===== src/rtl/multicycle_controller_pkg.sv =====
// Shared encodings for the 4-bit CPU control path: opcodes, ALU functions,
// controller states and datapath mux select values.
package multicycle_controller_pkg;

    typedef enum logic [3:0] {
        OP_NOP  = 4'h0,
        OP_ADD  = 4'h1,
        OP_SUB  = 4'h2,
        OP_AND  = 4'h3,
        OP_OR   = 4'h4,
        OP_ADDI = 4'h5,
        OP_LD   = 4'h6,
        OP_ST   = 4'h7,
        OP_JMP  = 4'h8,
        OP_BZ   = 4'h9,
        OP_HALT = 4'hF
    } opcode_t;

    typedef enum logic [1:0] {
        ALU_ADD = 2'd0,
        ALU_SUB = 2'd1,
        ALU_AND = 2'd2,
        ALU_OR  = 2'd3
    } alu_operation_t;

    typedef enum logic [2:0] {
        IDLE,
        FETCH,
        DECODE,
        EXEC,
        MEM,
        HALT
    } ctrl_state_t;

    localparam logic [1:0] SEL1_PC   = 2'd0;
    localparam logic [1:0] SEL1_RD1  = 2'd1;
    localparam logic [1:0] SEL1_ZERO = 2'd2;

    localparam logic [1:0] SEL2_RD2  = 2'd0;
    localparam logic [1:0] SEL2_ONE  = 2'd1;
    localparam logic [1:0] SEL2_IMM  = 2'd2;

    localparam logic [1:0] RES_MEM   = 2'd0;
    localparam logic [1:0] RES_ALU   = 2'd1;
    localparam logic [1:0] RES_IMM   = 2'd2;

    // Unassigned codes (0xA-0xE) retire through the same two-cycle path as NOP.
    function automatic logic is_nop(input opcode_t op);
        case (op)
            OP_ADD, OP_SUB, OP_AND, OP_OR, OP_ADDI,
            OP_LD, OP_ST, OP_JMP, OP_BZ, OP_HALT: is_nop = 1'b0;
            default:                              is_nop = 1'b1;
        endcase
    endfunction

endpackage


===== src/rtl/multicycle_controller_alu_decoder.sv =====
// Combinational opcode to ALU function mapping for register-register and
// immediate arithmetic instructions.
module alu_decoder
    import multicycle_controller_pkg::*;
(
    input  opcode_t        opcode,
    output alu_operation_t alu_op
);

    always_comb begin
        alu_op = ALU_ADD;
        case (opcode)
            OP_SUB:  alu_op = ALU_SUB;
            OP_AND:  alu_op = ALU_AND;
            OP_OR:   alu_op = ALU_OR;
            default: alu_op = ALU_ADD;
        endcase
    end

endmodule


===== src/rtl/multicycle_controller.sv =====
// Multi-cycle control FSM for the 4-bit CPU. Optional CTRL_RETIRE_COUNT_EN
// adds a saturating 8-bit count of retired instructions on port `retired`.
module multicycle_controller
    import multicycle_controller_pkg::*;
(
    input  logic           clk,
    input  logic           reset,
    input  logic           run,
    input  opcode_t        opcode,
    input  logic           zero,
    output logic           ir_write,
    output logic           pc_write,
    output logic           reg_write,
    output logic           mem_write,
    output logic           zero_write,
    output logic [1:0]     alu_sel1,
    output logic [1:0]     alu_sel2,
    output alu_operation_t alu_op,
    output logic [1:0]     result_sel,
    output logic           halted
`ifdef CTRL_RETIRE_COUNT_EN
    ,
    output logic [7:0]     retired
`endif
);

    ctrl_state_t    state;
    alu_operation_t dec_op;

    alu_decoder u_alu_decoder (
        .opcode (opcode),
        .alu_op (dec_op)
    );

    always_ff @(posedge clk) begin
        if (reset) begin
            state <= IDLE;
        end else begin
            case (state)
                IDLE:    if (run) state <= FETCH;
                FETCH:   state <= DECODE;
                DECODE: begin
                    if (opcode == OP_HALT)  state <= HALT;
                    else if (is_nop(opcode)) state <= run ? FETCH : IDLE;
                    else                     state <= EXEC;
                end
                EXEC: begin
                    if (opcode == OP_LD) state <= MEM;
                    else                 state <= run ? FETCH : IDLE;
                end
                MEM:     state <= run ? FETCH : IDLE;
                HALT:    state <= HALT;
                default: state <= IDLE;
            endcase
        end
    end

    // Outputs are masked during reset so an abandoned EXEC/MEM never strobes.
    always_comb begin
        ir_write   = 1'b0;
        pc_write   = 1'b0;
        reg_write  = 1'b0;
        mem_write  = 1'b0;
        zero_write = 1'b0;
        alu_sel1   = SEL1_PC;
        alu_sel2   = SEL2_RD2;
        alu_op     = ALU_ADD;
        result_sel = RES_MEM;
        halted     = 1'b0;
        if (!reset) begin
            case (state)
                FETCH: begin
                    ir_write   = 1'b1;
                    pc_write   = 1'b1;
                    alu_sel1   = SEL1_PC;
                    alu_sel2   = SEL2_ONE;
                    result_sel = RES_ALU;
                end
                EXEC: begin
                    case (opcode)
                        OP_ADD, OP_SUB, OP_AND, OP_OR, OP_ADDI: begin
                            alu_sel1   = SEL1_RD1;
                            alu_sel2   = (opcode == OP_ADDI) ? SEL2_IMM : SEL2_RD2;
                            alu_op     = dec_op;
                            result_sel = RES_ALU;
                            reg_write  = 1'b1;
                            zero_write = 1'b1;
                        end
                        OP_ST:  mem_write = 1'b1;
                        OP_JMP: begin
                            result_sel = RES_IMM;
                            pc_write   = 1'b1;
                        end
                        OP_BZ: begin
                            result_sel = RES_IMM;
                            pc_write   = zero;
                        end
                        default: ;
                    endcase
                end
                MEM: begin
                    result_sel = RES_MEM;
                    reg_write  = 1'b1;
                end
                HALT:    halted = 1'b1;
                default: ;
            endcase
        end
    end

`ifdef CTRL_RETIRE_COUNT_EN
    logic retire;

    always_comb begin
        retire = 1'b0;
        case (state)
            DECODE:  retire = is_nop(opcode);
            EXEC:    retire = (opcode != OP_LD);
            MEM:     retire = 1'b1;
            default: retire = 1'b0;
        endcase
    end

    always_ff @(posedge clk) begin
        if (reset)
            retired <= '0;
        else if (retire && retired != 8'hFF)
            retired <= retired + 8'd1;
    end
`endif

endmodule

===== config.mk =====
export PLATFORM = sky130hd
export DESIGN_NAME = multicycle_controller
export DESIGN_NICKNAME = d
export VERILOG_FILES = /design/src/rtl/multicycle_controller_pkg.sv /design/src/rtl/multicycle_controller_alu_decoder.sv /design/src/rtl/multicycle_controller.sv
export SDC_FILE = /design/constraint.sdc
export NUM_CORES = 1
export LEC_CHECK = 0
export BUFFER_PORTS_ARGS = -buffer_cell sky130_fd_sc_hd__buf_2
export CORE_AREA = 2 2 39 41
export DETAILED_ROUTE_END_ITERATION = 7
export DIE_AREA = 0 0 41 43
export SLEW_MARGIN = 20
export SYNTH_ARGS = -nofsm -noshare
export SYNTH_HDL_FRONTEND = slang
export SYNTH_SLANG_ARGS = --single-unit

===== constraint.sdc =====
create_clock -name clk -period 3.29 [get_ports clk]
set_input_delay 0.1645 -clock clk [delete_from_list [all_inputs] [get_ports clk]]
set_output_delay 0.1645 -clock clk [all_outputs]
set_load 0.02 [all_outputs]

==> results.cfg <==
[outcome]
status = finished, final reports clean

[final_layout]
finish.utilization_pct = 37.4
largestRegisters = state x3
final_cell_mix = 20 x buf_2, 7 x nor2_1, 4 x inv_1, 4 x nor3_1
drive_above_1_share_pct = 36.4
largest_register = state
largest_reg_flops = 3
fillCellCount = 149
mostFrequentLayoutCell = buf_2
diodes = 0
fin_nets = 86
areaGrowthSynthToFinish_pct = 21.1

[routing]
drt_pass1_iterations = 5
finalWirelength_um = 941
num_vias = 452
drt_iter0_markers = 12
avgRoutedWirePerCell_um = 10.1
drc_errors = 0
postRouteAntennaNets = 0
vias_per_cell = 4.86

[global_routing]
antenna_found_initial = 0
use_met2_pct = 16.9
grt_first_pass_wirelength_um = 1560
grt_pass1_vias = 373
grt_start_max_net_pins = 12
gr-usage-all-layers_pct = 11.8
grt_util_met3_pct = 0
gr-total-overflow = 0
busiest_layer = met1
met1_usage_pct = 18.4

[placed_design]
portBuffers = 20
hpwl_um = 694
gp_congestion = 0.713
dp_slack_ns = 1.56

[clock_network]
cts_resized = 0
cts_root_buf = clkbuf_4
clk_path_buf_depth = 2
clkTransAtPathRegs_ns = 0.04
hold_buffers = 0
cts_buffers = 3
cts_tree = done
cts_max_level = 1
clk-insertion-delay-late_ns = 0.23
post-cts-setup-buffers = 0
cts_num_sinks = 3

[sta]
fin_hold_ws_ns = 0.168
slew_violations = 0
tns_ns = 0
finalSetupViolations = 0
skew_ns = 0.00115
fin_ws_ns = 1.31
fmax_mhz = 505
hold_viol = 0
fin_crit_sh_pct = 60.2
period_needed_ns = 1.98
rsz0062_at_grt = false

[yosys]
yosys.cell_types.count = 32
ys_seq_area_share_pct = 14.0
synth_mux_area_share_pct = 4.68
synth-compound-area-share_pct = 17.8
yosysWarnings = 0
synth_top_family_by_area = simple AND/OR/NAND/NOR gates
synth_top_area_share_pct = 14.0
syn-instance-count = 62
netlist_area_um2 = 428
synth_fa_ha_area_share_pct = 0
synthXorXnorAreaFrac_pct = 3.80
synth_area_leader_cell = dfxtp_1
synth-seq-cells = 3
avgSynthCellArea_um2 = 6.90
synth_simple_gate_area_share_pct = 42.1
mappedNetlistNets = 70
netlist_top_cells_area = dfxtp_1 14%, nor2_1 6.1%, buf_4 5.3%

[pwr]
ir_drop_v = 0.0000878
power_density_mw_per_mm2 = 290
power_uw = 150
leakage_nw = 0.243

[worst_setup_path]
start_kind = flop
path_max_fanout = 8
cp.arrival_ns = 1.82
crit_type = reg2out
max_stage_delay_ns = 0.46
path_cells = or3b_4, or3_4, nor3_2, buf_2
cpMaxStageDelayCell = dfxtp_1
cp-end-kind = output port
crit_required_ns = 3.13

[floorplan]
die_y_um = 43
die_w_um = 41
fp.dieArea_mm2 = 0.00176
io_pins = 22
start_util_pct = 30.9
coreArea_mm2 = 0.00138
rows = 14

[worst_hold_path]
min_path_type = in2reg

[run]
cap_viol_max_count = 0
-- critical path, delay by kind of cell (launching register included) --
kind | cells | cell delay [ns]
AND/OR/NAND/NOR | 3 | 0.94
flip-flops | 1 | 0.46
buffers and inverters | 1 | 0.18
-- report_power, final --
part	switching, mW	leakage [nW]	total, mW	internal [mW]
clock network	0.0190	0.0150	0.0644	0.0455
registers	0.00456	0.0245	0.0433	0.0388
logic	0.0249	0.203	0.0422	0.0173
-- routing by layer --
layer	share of wire, %	routed length (um)	vias up
li1	-	-	241
met1	50	469	200
met2	46	436	11
met3	3.6	34	0
met4	0	0	0
met5	0	0	-
-- per-stage QoR --
stage,std cells,instance area (um^2)
floorplan,62,428
global placement,89,492
detailed placement,89,492
CTS,93,518
global route,93,518
finish,93,518
-- final cells by class --
class                   instances  area (um^2)  area share (%)
well taps                      16         20.0            3.86
clock buffers                   4         26.3            5.07
repair buffers                 20          100            19.3
flip-flops and latches          3         60.1            11.6
multi-input cells              46          297            57.2
inverters                       4         15.0            2.90
-- cells by family after synthesis --
group,Yosys count
AOI/OAI and AO/OA,11
DFF,3
and+or+nand+nor,31
buffers and inverters,13
muxes,2
other,1
xor gates and xnor gates,1
-- cell usage after synthesis (all sizes together) --
| cell type | instances |
|---|---|
| dfxtp | 3 |
| or3 | 2 |
| nor2 | 7 |
| clkbuf | 2 |
| o31ai | 1 |
| nand3b | 1 |
| nand4 | 1 |
| or3b | 1 |
| mux2i | 2 |
| nor4b | 1 |
| nor2b | 2 |
| nor3b | 2 |
| nand3 | 3 |
| nor3 | 5 |
| and2 | 1 |
| buf | 7 |
| nand2b | 1 |
| xnor2 | 1 |
| o31a | 1 |
| a21oi | 3 |
| o21ai | 3 |
| a2111oi | 1 |
| nand2 | 3 |
| conb | 1 |
| nor4 | 1 |
| inv | 4 |
| a31oi | 1 |
| a22o | 1 |
-- final timing paths --
| check | startpoint | endpoint | slack (ns) | cells past startpoint |
|---|---|---|---|---|
| hold / removal | reset | state[0] | 0.17 | 2 |
| setup reg to reg | state[1] | state[1] | 2.03 | 4 |
| setup / recovery | state[0] | alu_op[0] | 1.31 | 4 |
| hold reg to reg | state[0] | state[2] | 0.58 | 1 |
No activity file was read; power rests on OpenSTA's default activity.
